`src/rtl/mips_bus_arbiter.sv`:
```
// mips_bus_arbiter: two-master round-robin Avalon-MM arbiter with bus parking and saturating transfer counters
// clk/reset             : system clock, asynchronous active-high reset
// m0_* / m1_*           : master request ports (address, read, write, writedata, byteenable in; waitrequest, readdata out)
// s_*                   : slave port driven by the current owner
// grant                 : one-hot owner (bit0 = m0, bit1 = m1), 00 only before the first grant after reset
// m0_count / m1_count   : completed transfers per master, saturating
module mips_bus_arbiter #(
  parameter int FIRST_PRI = 0,
  parameter int CNT_W     = 16
) (
  input  logic             clk,
  input  logic             reset,
  input  logic [31:0]      m0_address,
  input  logic             m0_read,
  input  logic             m0_write,
  input  logic [31:0]      m0_writedata,
  input  logic [3:0]       m0_byteenable,
  output logic             m0_waitrequest,
  output logic [31:0]      m0_readdata,
  input  logic [31:0]      m1_address,
  input  logic             m1_read,
  input  logic             m1_write,
  input  logic [31:0]      m1_writedata,
  input  logic [3:0]       m1_byteenable,
  output logic             m1_waitrequest,
  output logic [31:0]      m1_readdata,
  output logic [31:0]      s_address,
  output logic             s_read,
  output logic             s_write,
  output logic [31:0]      s_writedata,
  output logic [3:0]       s_byteenable,
  input  logic             s_waitrequest,
  input  logic [31:0]      s_readdata,
  output logic [1:0]       grant,
  output logic [CNT_W-1:0] m0_count,
  output logic [CNT_W-1:0] m1_count
);
  typedef enum logic [1:0] {IDLE, OWN0, OWN1} state_t;
  state_t           state_q, state_d;
  logic [1:0]       grant_q, grant_d;
  logic [CNT_W-1:0] m0_count_q, m1_count_q;
  logic             req0, req1, done0, done1, own0, own1;
  assign req0  = m0_read | m0_write;
  assign req1  = m1_read | m1_write;
  assign own0  = grant_q[0];
  assign own1  = grant_q[1];
  assign done0 = own0 & req0 & ~s_waitrequest;
  assign done1 = own1 & req1 & ~s_waitrequest;
  // An owner mid-wait is never preempted; otherwise hand over only if the other side wants the bus.
  always_comb begin
    state_d = state_q;
    if (state_q == IDLE)
      state_d = (req0 && req1) ? ((FIRST_PRI != 0) ? OWN1 : OWN0) : req0 ? OWN0 : req1 ? OWN1 : IDLE;
    else if (state_q == OWN0)
      state_d = ((req0 && s_waitrequest) || !req1) ? OWN0 : OWN1;
    else
      state_d = ((req1 && s_waitrequest) || !req0) ? OWN1 : OWN0;
    grant_d = (state_d == OWN0) ? 2'b01 : (state_d == OWN1) ? 2'b10 : 2'b00;
  end
  always_ff @(posedge clk or posedge reset) begin
    if (reset) begin
      state_q    <= IDLE;
      grant_q    <= 2'b00;
      m0_count_q <= '0;
      m1_count_q <= '0;
    end else begin
      state_q    <= state_d;
      grant_q    <= grant_d;
      m0_count_q <= m0_count_q + CNT_W'(done0 && ~&m0_count_q);
      m1_count_q <= m1_count_q + CNT_W'(done1 && ~&m1_count_q);
    end
  end
  assign s_address      = own0 ? m0_address    : own1 ? m1_address    : '0;
  assign s_read         = own0 ? m0_read       : own1 & m1_read;
  assign s_write        = own0 ? m0_write      : own1 & m1_write;
  assign s_writedata    = own0 ? m0_writedata  : own1 ? m1_writedata  : '0;
  assign s_byteenable   = own0 ? m0_byteenable : own1 ? m1_byteenable : '0;
  assign m0_waitrequest = own0 ? s_waitrequest : 1'b1;
  assign m1_waitrequest = own1 ? s_waitrequest : 1'b1;
  assign m0_readdata    = own0 ? s_readdata    : '0;
  assign m1_readdata    = own1 ? s_readdata    : '0;
  assign grant          = grant_q;
  assign m0_count       = m0_count_q;
  assign m1_count       = m1_count_q;
endmodule
```
`config.mk`:
```
export PLATFORM = sky130hd
export DESIGN_NAME = mips_bus_arbiter
export DESIGN_NICKNAME = d
export VERILOG_FILES = /design/src/rtl/mips_bus_arbiter.sv
export SDC_FILE = /design/constraint.sdc
export NUM_CORES = 1
export LEC_CHECK = 0
export ABC_AREA = 0
export ABC_CLOCK_PERIOD_IN_PS = 2530
export BUFFER_PORTS_ARGS = -buffer_cell sky130_fd_sc_hd__clkbuf_2
export CAP_MARGIN = 10
export CORE_AREA = 2 2 133 135
export CTS_CLUSTER_SIZE = 24
export DETAILED_ROUTE_END_ITERATION = 12
export DIE_AREA = 0 0 135 137
export PLACE_DENSITY = 0.44
export SLEW_MARGIN = 10
export SYNTH_ARGS = -nofsm -noshare
export SYNTH_HDL_FRONTEND = slang
export SYNTH_SLANG_ARGS = --single-unit
export TNS_END_PERCENT = 30
```
`constraint.sdc`:
```
create_clock -name clk -period 2.53 [get_ports clk]
set_input_delay 0.6325 -clock clk [delete_from_list [all_inputs] [get_ports clk]]
set_output_delay 0.6325 -clock clk [all_outputs]
set_load 0.02 [all_outputs]
```
; Word level (Yosys, flattened, before mapping)
; Cells that the tools add are included.
[op_classes]
order_cmp = 0
muxes = 21
n_reduce_logical = 14
multipliers = 0
n_eq_ne = 3
n_shift = 0
div_mod_pow = 0
bitwise = 9
add_sub_neg = 2
[ops]
columns = cell, count
row1 = two-way mux 32 bit, 6
row2 = adder 16 x 1 -> 16 bit, 2
row3 = AND reduction 16 bit, 2
row4 = two-way mux 2 bit, 9
row5 = two-way mux 4 bit, 2
row6 = AND 1 bit, 6
row7 = logical AND 1 bit, 5
row8 = == test 2 x 1 -> 1 bit (second input constant), 2
row9 = logical NOT 1 bit, 4
row10 = two-way mux 1 bit, 4
row11 = == test 2 bit (second input constant), 1
row12 = logical NOT 2 bit, 1
row13 = logical OR 1 bit, 2
row14 = OR 1 bit, 2
row15 = NOT 1 bit, 1
[word_totals]
regBits = 36
output_inout_bits = 170
latchBits = 0
ramBits = 0
romBits = 0
inputBits = 175
mem_count = 0

; Logic depth before layout (Yosys ltp)
; Gate-level depths: netlist (run 1).
[logic_depth]
depth_word = 9
mapped_depth = 10

; Least setup slack after synthesis (run 1)
; No wires, ideal clock.
[synth_path]
kind = register -> register
startpoint = register m1_count_q[8], in the netlist m1_count[8]
endpoint = register m1_count_q[14], in the netlist m1_count[14]
arrival_time_ns = 2.189
n_path_buf = 0
synth_period_minus_slack_ns = 2.319
path_stages_with_launch = 11
setup_slack_ns = 0.211
cell_sequence = dfrtp_1 and4_1 nand4_1 nor3_1 a211oi_1 ha_1 ha_1 nand3_1 nor2_1 nand4_1 xnor2_1
[synth_between]
elab_chain_cells = 4
[synth_lines]
columns = item, line
row1 = start: declaration, 41  ; logic [CNT_W-1:0] m0_count_q, m1_count_q;
row2 = start signal: assignment, 70  ; m1_count_q <= m1_count_q + CNT_W'(done1 && ~&m1_count_q);
row3 = AND reduction 16 bit, 70
row4 = logical NOT 1 bit, 70
row5 = logical AND 1 bit, 70
row6 = adder 16 x 1 -> 16 bit *, 70
; Every way passes the cells marked *; elsewhere a longest branch is shown, timed or not.

; Final worst setup path (run 1)
[layout_path]
startpoint = register grant_q[0], in the netlist grant[0]
endpoint = output port s_address[5]
[layout_between]
elab_chain_cells = 1
[layout_lines]
columns = item, line
row1 = start: declaration, 40  ; logic [1:0] grant_q, grant_d;
row2 = start signal: assignment, 68  ; grant_q <= grant_d;
row3 = two-way mux 32 bit, 73  ; assign s_address = own0 ? m0_address : own1 ? m1_address : '0;
row4 = end: declaration, 27  ; output logic [31:0] s_address,
; Every way passes these cells.

==> out/results.txt, run 1 <==
outcome - completed
Setup Viol. Count Final - 0
synthesized flop and latch total - 36
Compound-Gate Fraction of Synth Area - 0.235
# DRC - 0
# IOs - 345
Crit path required time - 1.90 ns
main combinational cell family by area after synthesis - simple AND/OR/NAND/NOR gates
final core utilization - 0.286
vias - 3587
clock latency on the worst-skew pair - 0.28 ns
synthesized net count - 476
Routed wire per std cell - 16.5 um
P&R area growth vs syn - 80.0%
Synth async-reset ratio - 1.00
initial antenna violation count - 0
area of the core - 0.0171 mm2
fin crit period - 2.30 ns
Post-Place Setup Slack - 0.0826 ns
first-pass GRT wire length - 19.3 mm
Num CTS Buffers - 5
RSZ-0062 raised after global routing - no
setup bufs post-CTS - 0
DP HPWL - 12.0 mm
Simple-Gate Fraction of Synth Area - 0.279
Die Ht - 137 um
Total Routed Length - 14.1 mm
EDFF count, synth - 0
cell count after synthesis - 296
layout cells sized above 1 - 0.579
worst-path fanout max - 68
Synth Area in Adders - 0.0231
met3 GRT Util - 0.0330
drt pass-1 iters - 4
Initial Util - 0.159
FMAX - 0.435 GHz
PD cells - 652 mW/mm2
Via density - 4.19
I/O Buffers - 344
Overflow after GRT - 0
Worst-Margin Slew - 0.456 ns
Final Hold Vio Count - 0
r2r setup slk - 0.23 ns
GPL Wtd Cong - 0.825
post-synthesis mux area share - 0
final period utilization - 0.909
Critical Path Source - grant[0]
skew final - 0.00357 ns
Setup TNS - 0 ns
Antenna Violating Nets Remaining - 0
Pleak - 2.78 nW
Startpoint Class - flop
synthesized area - 0.00271 mm2
grt met2 use - 0.254
MaxCap Viol Count - 0
clk root buf - clkbuf_16
final net count - 811
hold crit path type - primary input to asynchronous set/reset pin
vias in the first global route - 3363
CTS tree - yes
XOR/XNOR Fraction of Synth Area - 0.0905
clock buffer depth - 2
CTS sink count - 36
critical path class - flop to primary output
Synth cell types - 28
GRT Util Overall - 0.137
Max Slew Vio Count - 0
H-tree depth - 2
RR Startpoint - m1_count[8]
Most Crowded Layer GR - met2
CP arrival - 1.67 ns
Synth Flop Type - dfrtp_1
Reg-to-Reg End - m1_count[14]
sequential element share of the synthesized area - 0.333
Slew HR - 0.696
VDD IR max - 0.519 mV
DIE AREA - 0.0185 mm2
Chip Width - 135 um
crit path capture - s_address[5]
clock slew at reported path FFs - 0.06 ns
Power Total - 3.18 mW
site row count - 48
First DRT Iteration DRCs - 74
final worst slack - 0.229 ns
# diodes - 0
R2R depth - 10
GRT met1 Usage - 0.155
YS warnings - 0
syn avg cell area - 9.15 um2
WHS - 0.429 ns
pin count of the biggest net entering global routing - 106
CP endpoint kind - primary output
==> kinds of logic (layout without fill, tap and decap cells) <==
logic type                 Yosys count  after routing
buffers and inverters               26            362
xor gates and xnor gates            28             28
DFF                                 36             36
adders and majority gates            5              5
AOI/OAI and AO/OA                   75             75
and+or+nand+nor                    126            126
==> placed cells by master (no fill, tap or decap), types with 2 or more instances in the layout <==
cell type  synthesis  routed
a22o_1            68      68
and2_1            64      64
and3_1             2       2
and4_1             3       3
buf_12             0       2
buf_4              0       5
clkbuf_16          0       5
clkbuf_2           0     344
dfrtp_1           36      35
ha_1               5       5
inv_1              3       3
nand2_1           12      12
nand2b_1           2       2
nand3_1           12      12
nand4_1            7       7
nor2_1            12      11
nor3_1             5       5
o21ai_0            4       4
xnor2_1           18      18
xor2_1            10      10
==> cell type report <==
| cell class | instances | area [um2] |
|---|---|---|
| clock buffer | 5 | 125 |
| clock inverter | 3 | 42.5 |
| fill | 1888 | 12200 |
| inverter | 3 | 11.3 |
| multi-input combinational | 234 | 1720 |
| sequential | 36 | 902 |
| tap | 225 | 282 |
| timing repair buffer | 351 | 1800 |
==> cell usage after synthesis (all sizes together), types with 3 or more instances <==
master	number	area (um2)
clkbuf	15	56.3
xnor2	18	158
nor2	12	45.0
o21ai	4	20.0
nand4	9	77.6
inv	3	11.3
a22o	68	596
nand3	12	60.1
ha	5	62.6
and2	64	400
nand2	12	45.0
and4	4	37.5
dfrtp	36	901
xor2	10	87.6
nor3	5	25.0
buf	8	40.0
==> what timing repair did <==
item / in CTS / in global routing
gates resized for setup: 0 / 2
setup endpoints to repair: 0 / 3
hold buffers: 0 / 0
==> metal layers <==
layer	vias up	wire (um)
li1	1741	-
met1	1688	5450
met2	144	7420
met3	14	1010
met4	0	239
met5	-	0
==> worst min-delay path by stage <==
| stage | end | slack [ns] | cells past startpoint |
|---|---|---|---|
| 4_1_cts | m1_count[1] | 0.45 | 3 |
| 2_1_floorplan | grant[0] | 0.48 | 2 |
| 5_1_grt | m0_count[10] | 0.48 | 3 |
| 3_3_place_gp | m1_count[11] | 0.48 | 1 |
| 3_5_place_dp | m1_count[7] | 0.49 | 1 |
| 6_report | m0_count[10] | 0.43 | 3 |
==> stage by stage <==
step / std cells / area (um2)
after floorplan: 296 / 2710
after global placement: 849 / 4700
after detailed placement: 849 / 4700
after CTS: 857 / 4870
after global routing: 857 / 4880
final: 857 / 4880
==> power by group <==
group | internal [mW] | switching, mW
logic | 0.624 | 1.05
clock network | 0.462 | 0.240
registers | 0.667 | 0.136
total | 1.75 | 1.43
==> critical path, stage by stage, from the launching register on <==
cell and delay (ns):
dfrtp_2 0.45, nor2b_4 0.14, buf_12 0.25, a22o_1 0.26, clkbuf_2 0.22
==> state kept, by name (all words and copies together), names as in the netlist <==
register	cells
grant	2
m1_count	16
state_q	2
m0_count	16
Note: power is estimated with default switching activity, not from simulation.
==> run 2, diff against run 1 <==
==> constraint.sdc (replaced) <==
create_clock -name clk -period 2.53 [get_ports clk]
set_input_delay 0.6325 -clock clk [delete_from_list [all_inputs] [get_ports clk]]
set_output_delay 0.6325 -clock clk [all_outputs]
set_load 0.005 [all_outputs]
==> out/results.txt, run 2 (same netlist as run 1, synthesis figures left out) <==
DP HPWL - 11.9 mm (-0.82%)
area post-placement - 0.00470 mm2 (unchanged)
Setup TNS - 0 ns (unchanged)
clock network power share - 0.271 (+0.050)
first-pass GRT wire length - 19.6 mm (+1.6%)
CTS sink count - 36 (unchanged)
initial antenna violation count - 0 (unchanged)
MaxCap Viol Count - 0 (unchanged)
site row count - 48 (unchanged)
hold crit path type - primary input to asynchronous set/reset pin
clock latency on the worst-skew pair - 0.28 ns (about the same)
final period utilization - 0.895 (-0.0142)
CTS tree - yes
Startpoint Class - flop
CP arrival - 1.63 ns (-0.04 ns)
area of the core - 0.0171 mm2 (unchanged)
critical-path cell list - nor2b_4, buf_12, a22o_1, clkbuf_2
CP endpoint kind - primary output
VDD IR max - 0.425 mV (-18%)
drt pass-1 iters - 4 (unchanged)
P_sw - 964 uW (-33%)
vias in the first global route - 3437 (+2.2%)
Overflow after GRT - 0 (unchanged)
post-route cell area - 0.00490 mm2 (+0.41%)
outcome - completed
P&R area growth vs syn - 80.8%
Chip Width - 135 um (unchanged)
Via density - 4.22 (+0.72%)
Post-Place Setup Slack - 0.0746 ns (-0.00806 ns)
GRT Util Overall - 0.138 (+0.000925)
FMAX - 0.442 GHz (+1.6%)
layout filler cell count - 1890 (+0.11%)
clock buffer depth - 2 (unchanged)
Final Hold Vio Count - 0 (unchanged)
fin crit period - 2.26 ns (-0.0360 ns)
final net count - 811 (unchanged)
Total Routed Length - 14.0 mm (-0.64%)
# IOs - 345 (unchanged)
PD cells - 566 mW/mm2 (-13%)
RR Startpoint - m0_count[8]
Routed wire per std cell - 16.4 um (-0.64%)
setup bufs post-CTS - 0 (unchanged)
logic gate share of total power - 0.439 (-0.088)
H-tree depth - 2 (unchanged)
clk root buf - clkbuf_16
worst-path fanout max - 68 (unchanged)
pin count of the biggest net entering global routing - 106 (unchanged)
slowest stage delay, CP - 0.45 ns (about the same)
vias - 3613 (+0.72%)
final worst slack - 0.265 ns (+0.0360 ns)
Pleak - 2.79 nW (+0.37%)
Slowest cell on crit path - dfrtp_2
Worst-Margin Slew - 0.470 ns (+0.0139 ns)
r2r setup slk - 0.27 ns (+0.04 ns)
Reg-to-Reg End - m0_count[15]
# DRC - 0 (unchanged)
Setup Viol. Count Final - 0 (unchanged)
Pint - 1.81 mW (+3.0%)
Reg area - 902 um2 (unchanged)
Num CTS Buffers - 5 (unchanged)
Die Ht - 137 um (unchanged)
Power Total - 2.77 mW (-13%)
# diodes - 0 (unchanged)
clock slew at reported path FFs - 0.06 ns (about the same)
Slew HR - 0.687 (-0.00929)
GPL Wtd Cong - 0.831 (+0.76%)
RSZ-0062 raised after global routing - no
Initial Util - 0.159 (unchanged)
sequential power share - 0.291 (+0.039)
Finished Layout Cells - 857 (unchanged)
critical path class - flop to primary output
multi-input logic area - 0.00172 mm2 (+0.29%)
Sw Ratio - 0.348 (-0.101)
placed cell count - 849 (unchanged)
most frequent cells in the layout - clkbuf_2 (344), a22o_1 (68), and2_1 (64), dfrtp_1 (35), xnor2_1 (18)
commonest non-fill, non-tap cell in the layout - clkbuf_2
I/O Buffers - 344 (unchanged)
skew final - 0.00185 ns (-0.00171 ns)
First DRT Iteration DRCs - 79 (+6.8%)
Crit path required time - 1.90 ns (about the same)
R2R depth - 9 (-1)
Max Slew Vio Count - 0 (unchanged)
layout cells sized above 1 - 0.581 (+0.00158)
Antenna Violating Nets Remaining - 0 (unchanged)
DIE AREA - 0.0185 mm2 (unchanged)
## run 2: cell count changes in the layout (fill, tap and decap cells not counted)
cell | before | now
clkbuf_8 | 0 | 2
clkinv_2 | 1 | 0
clkinvlp_4 | 1 | 0
nand3_1 | 12 | 11
nand3_2 | 0 | 1
## run 2: layer usage
layer | wire length (um) | track usage | vias up
li1 | - | - | 1738
met1 | 5490 | 0.162 | 1700
met5 | 0 | 0 | -
met2 | 7210 | 0.247 | 154
met3 | 1010 | 0.0296 | 21
met4 | 327 | 0.0457 | 0
## run 2: worst max path at each step
stage	slack, ns	to	from
2_1_floorplan	0.32	m1_count[14]	m1_count[8]
3_3_place_gp	0.09	m1_count[14]	s_waitrequest
3_5_place_dp	0.07	m1_count[14]	s_waitrequest
4_1_cts	0.12	m1_count[14]	m1_count[10]
5_1_grt	0.02	m0_count[15]	m0_count[4]
6_report	0.27	s_address[7]	grant[0]
## run 2: stage by stage
stage | utilization | hold WS (ns)
2_1_floorplan | - | 0.478
3_3_place_gp | 0.276 | 0.479
3_5_place_dp | 0.276 | 0.490
4_1_cts | 0.286 | 0.450
5_1_grt | 0.287 | 0.473
6_report | 0.287 | 0.432
## run 2: what timing repair did
| action | CTS | global route |
|---|---|---|
| hold endpoints to repair | 0 | 0 |
| endpoints found under the setup margin | 0 | 3 |
| gates resized for setup | 0 | 3 |
| hold buffers | 0 | 0 |
## run 2: power groups by stage
stage          logic (mW)  registers (mW)  clock network, mW
6_report             1.22           0.805              0.750
5_1_grt              1.34           0.824              0.808
4_1_cts              1.24           0.804              0.772
3_5_place_dp         1.24           0.814                  0
3_3_place_gp         1.23           0.806                  0
2_1_floorplan       0.543           0.790                  0
## run 2: cell type report
cell class              count  share of cell area
repair buffers            351               0.367
flip-flops and latches     36               0.184
inverters                   3             0.00230
clock inverters             1             0.00613
multi-input cells         234               0.351
well taps                 225              0.0575
clock buffers               7              0.0312
## run 2: critical path, delay by kind of cell, from the launching register on
family	cells	cell delay, ns
buffers and inverters	2	0.42
AO/OA/AOI/OAI	1	0.29
flip-flops	1	0.45
AND/OR/NAND/NOR	1	0.14
==> run 3, diff against run 2 <==
- BUFFER_PORTS_ARGS: -buffer_cell sky130_fd_sc_hd__clkbuf_2 -> -buffer_cell sky130_fd_sc_hd__buf_2
==> out/results.txt, run 3 (same netlist as run 1, synthesis figures left out) <==
Initial Util - 0.159 (unchanged)
Antenna Violating Nets Remaining - 0 (unchanged)
GPL Wtd Cong - 0.826 (-0.63%)
R2R depth - 10 (+1)
r2r setup slk - 0.25 ns (-0.02 ns)
clock buffer depth - 2 (unchanged)
vias in the first global route - 3359 (-2.3%)
# IOs - 345 (unchanged)
Reg-to-Reg End - m1_count[14]
CTS sink count - 36 (unchanged)
Via density - 4.21 (-0.10%)
DIE AREA - 0.0185 mm2 (unchanged)
worst-path fanout max - 4 (-94%)
layout cells sized above 1 - 0.580 (-0.000917)
area of the core - 0.0171 mm2 (unchanged)
Chip Width - 135 um (unchanged)
Post-Place Setup Slack - 0.0708 ns (-0.00380 ns)
final period utilization - 0.903 (+0.00788)
site row count - 48 (unchanged)
CP arrival - 2.45 ns (+0.82 ns)
pin count of the biggest net entering global routing - 91 (-14%)
VDD IR max - 0.399 mV (-6.1%)
first-pass GRT wire length - 19.3 mm (-1.5%)
Total Routed Length - 14.3 mm (+2.2%)
Num CTS Buffers - 5 (unchanged)
Pleak - 2.80 nW (+0.31%)
cts repair resizes - 0 (unchanged)
DP HPWL - 12.0 mm (+0.49%)
H-tree depth - 2 (unchanged)
clock slew at reported path FFs - 0.05 ns (about the same)
PD cells - 540 mW/mm2 (-4.5%)
hold crit path type - primary input to asynchronous set/reset pin
outcome - completed
I/O Buffers - 344 (unchanged)
final net count - 812 (+0.12%)
drt pass-1 iters - 4 (unchanged)
final worst slack - 0.245 ns (-0.0199 ns)
clock latency on the worst-skew pair - 0.28 ns (about the same)
Worst-Margin Slew - 0.467 ns (-0.00276 ns)
Die Ht - 137 um (unchanged)
number of buffers inserted by hold repair at cts - 0 (unchanged)
Power Total - 2.63 mW (-5.0%)
RSZ-0062 raised after global routing - no
layout filler cell count - 1906 (+0.85%)
initial antenna violation count - 2 (+2)
GRT Util Overall - 0.135 (-0.00227)
Routed wire per std cell - 16.7 um (+1.9%)
vias - 3622 (+0.25%)
fin crit period - 2.28 ns (+0.0199 ns)
FMAX - 0.438 GHz (-0.87%)
Startpoint Class - flop
Setup Viol. Count Final - 0 (unchanged)
setup bufs post-CTS - 0 (unchanged)
most frequent cells in the layout - buf_2 (344), a22o_1 (68), and2_1 (64), dfrtp_1 (35), xnor2_1 (18)
Max Slew Vio Count - 0 (unchanged)
# DRC - 0 (unchanged)
critical path class - flop to flop
Crit path required time - 2.69 ns (+0.79 ns)
skew final - 0.00172 ns (-0.000133 ns)
commonest non-fill, non-tap cell in the layout - buf_2
RR Startpoint - m1_count[11]
Setup TNS - 0 ns (unchanged)
First DRT Iteration DRCs - 89 (+13%)
P&R area growth vs syn - 79.8%
Slew HR - 0.689 (+0.00184)
MaxCap Viol Count - 0 (unchanged)
CP endpoint kind - flop
clk root buf - clkbuf_16
CTS tree - yes
Final Hold Vio Count - 0 (unchanged)
Overflow after GRT - 0 (unchanged)
-- run 3: how the worst max path moves through the flow --
stage	slack [ns]	cells past startpoint	end	startpoint
3_3_place_gp	0.08	9	m1_count[14]	s_waitrequest
2_1_floorplan	0.32	10	m1_count[14]	m1_count[8]
5_1_grt	0.002	10	m1_count[14]	m1_count[8]
3_5_place_dp	0.07	9	m1_count[14]	s_waitrequest
6_report	0.25	10	m1_count[14]	m1_count[11]
4_1_cts	0.12	10	m1_count[14]	m1_count[8]
-- run 3: power by group --
| group | leakage (nW) | internal, mW | switching (mW) |
|---|---|---|---|
| clock | 0.0766 | 0.388 | 0.227 |
| combinational | 2.25 | 0.626 | 0.588 |
| sequential | 0.471 | 0.667 | 0.136 |
-- run 3: metal layers --
layer	GRT usage	wire length, um	part of all wire	up-vias
met2	0.246	7380	0.51	166
met1	0.162	5710	0.40	1695
met3	0.0233	992	0.069	20
li1	-	-	-	1741
met5	0	0	0	-
met4	0.0417	268	0.019	0
-- run 3: final cells by class --
class	count	area, um2	share of cell area
tap	225	282	0.0578
clock inverter	2	10.0	0.00205
antenna	2	5.00	0.00103
inverter	3	11.3	0.00231
clock buffer	6	139	0.0285
timing repair buffer	352	1810	0.371
multi-input combinational	234	1720	0.352
sequential	36	902	0.185
-- run 3: worst max-delay path, stage by stage (launching register included) --
cell	delay [ns]
dfrtp_1	0.39
and4_1	0.22
nand4_1	0.14
nor3_1	0.07
a211oi_1	0.24
ha_1	0.25
ha_1	0.20
nand3_1	0.18
nor2_4	0.20
nand4_1	0.12
xnor2_1	0.14
-- run 3: per-stage QoR --
| step | cell area (um2) | utilization | std cells | hold slack [ns] |
|---|---|---|---|---|
| after floorplan | 2710 | - | 296 | 0.478 |
| after global placement | 4710 | 0.276 | 850 | 0.475 |
| after detailed placement | 4710 | 0.276 | 850 | 0.477 |
| after CTS | 4860 | 0.285 | 858 | 0.475 |
| after global routing | 4870 | 0.285 | 859 | 0.507 |
| final | 4870 | 0.286 | 860 | 0.458 |
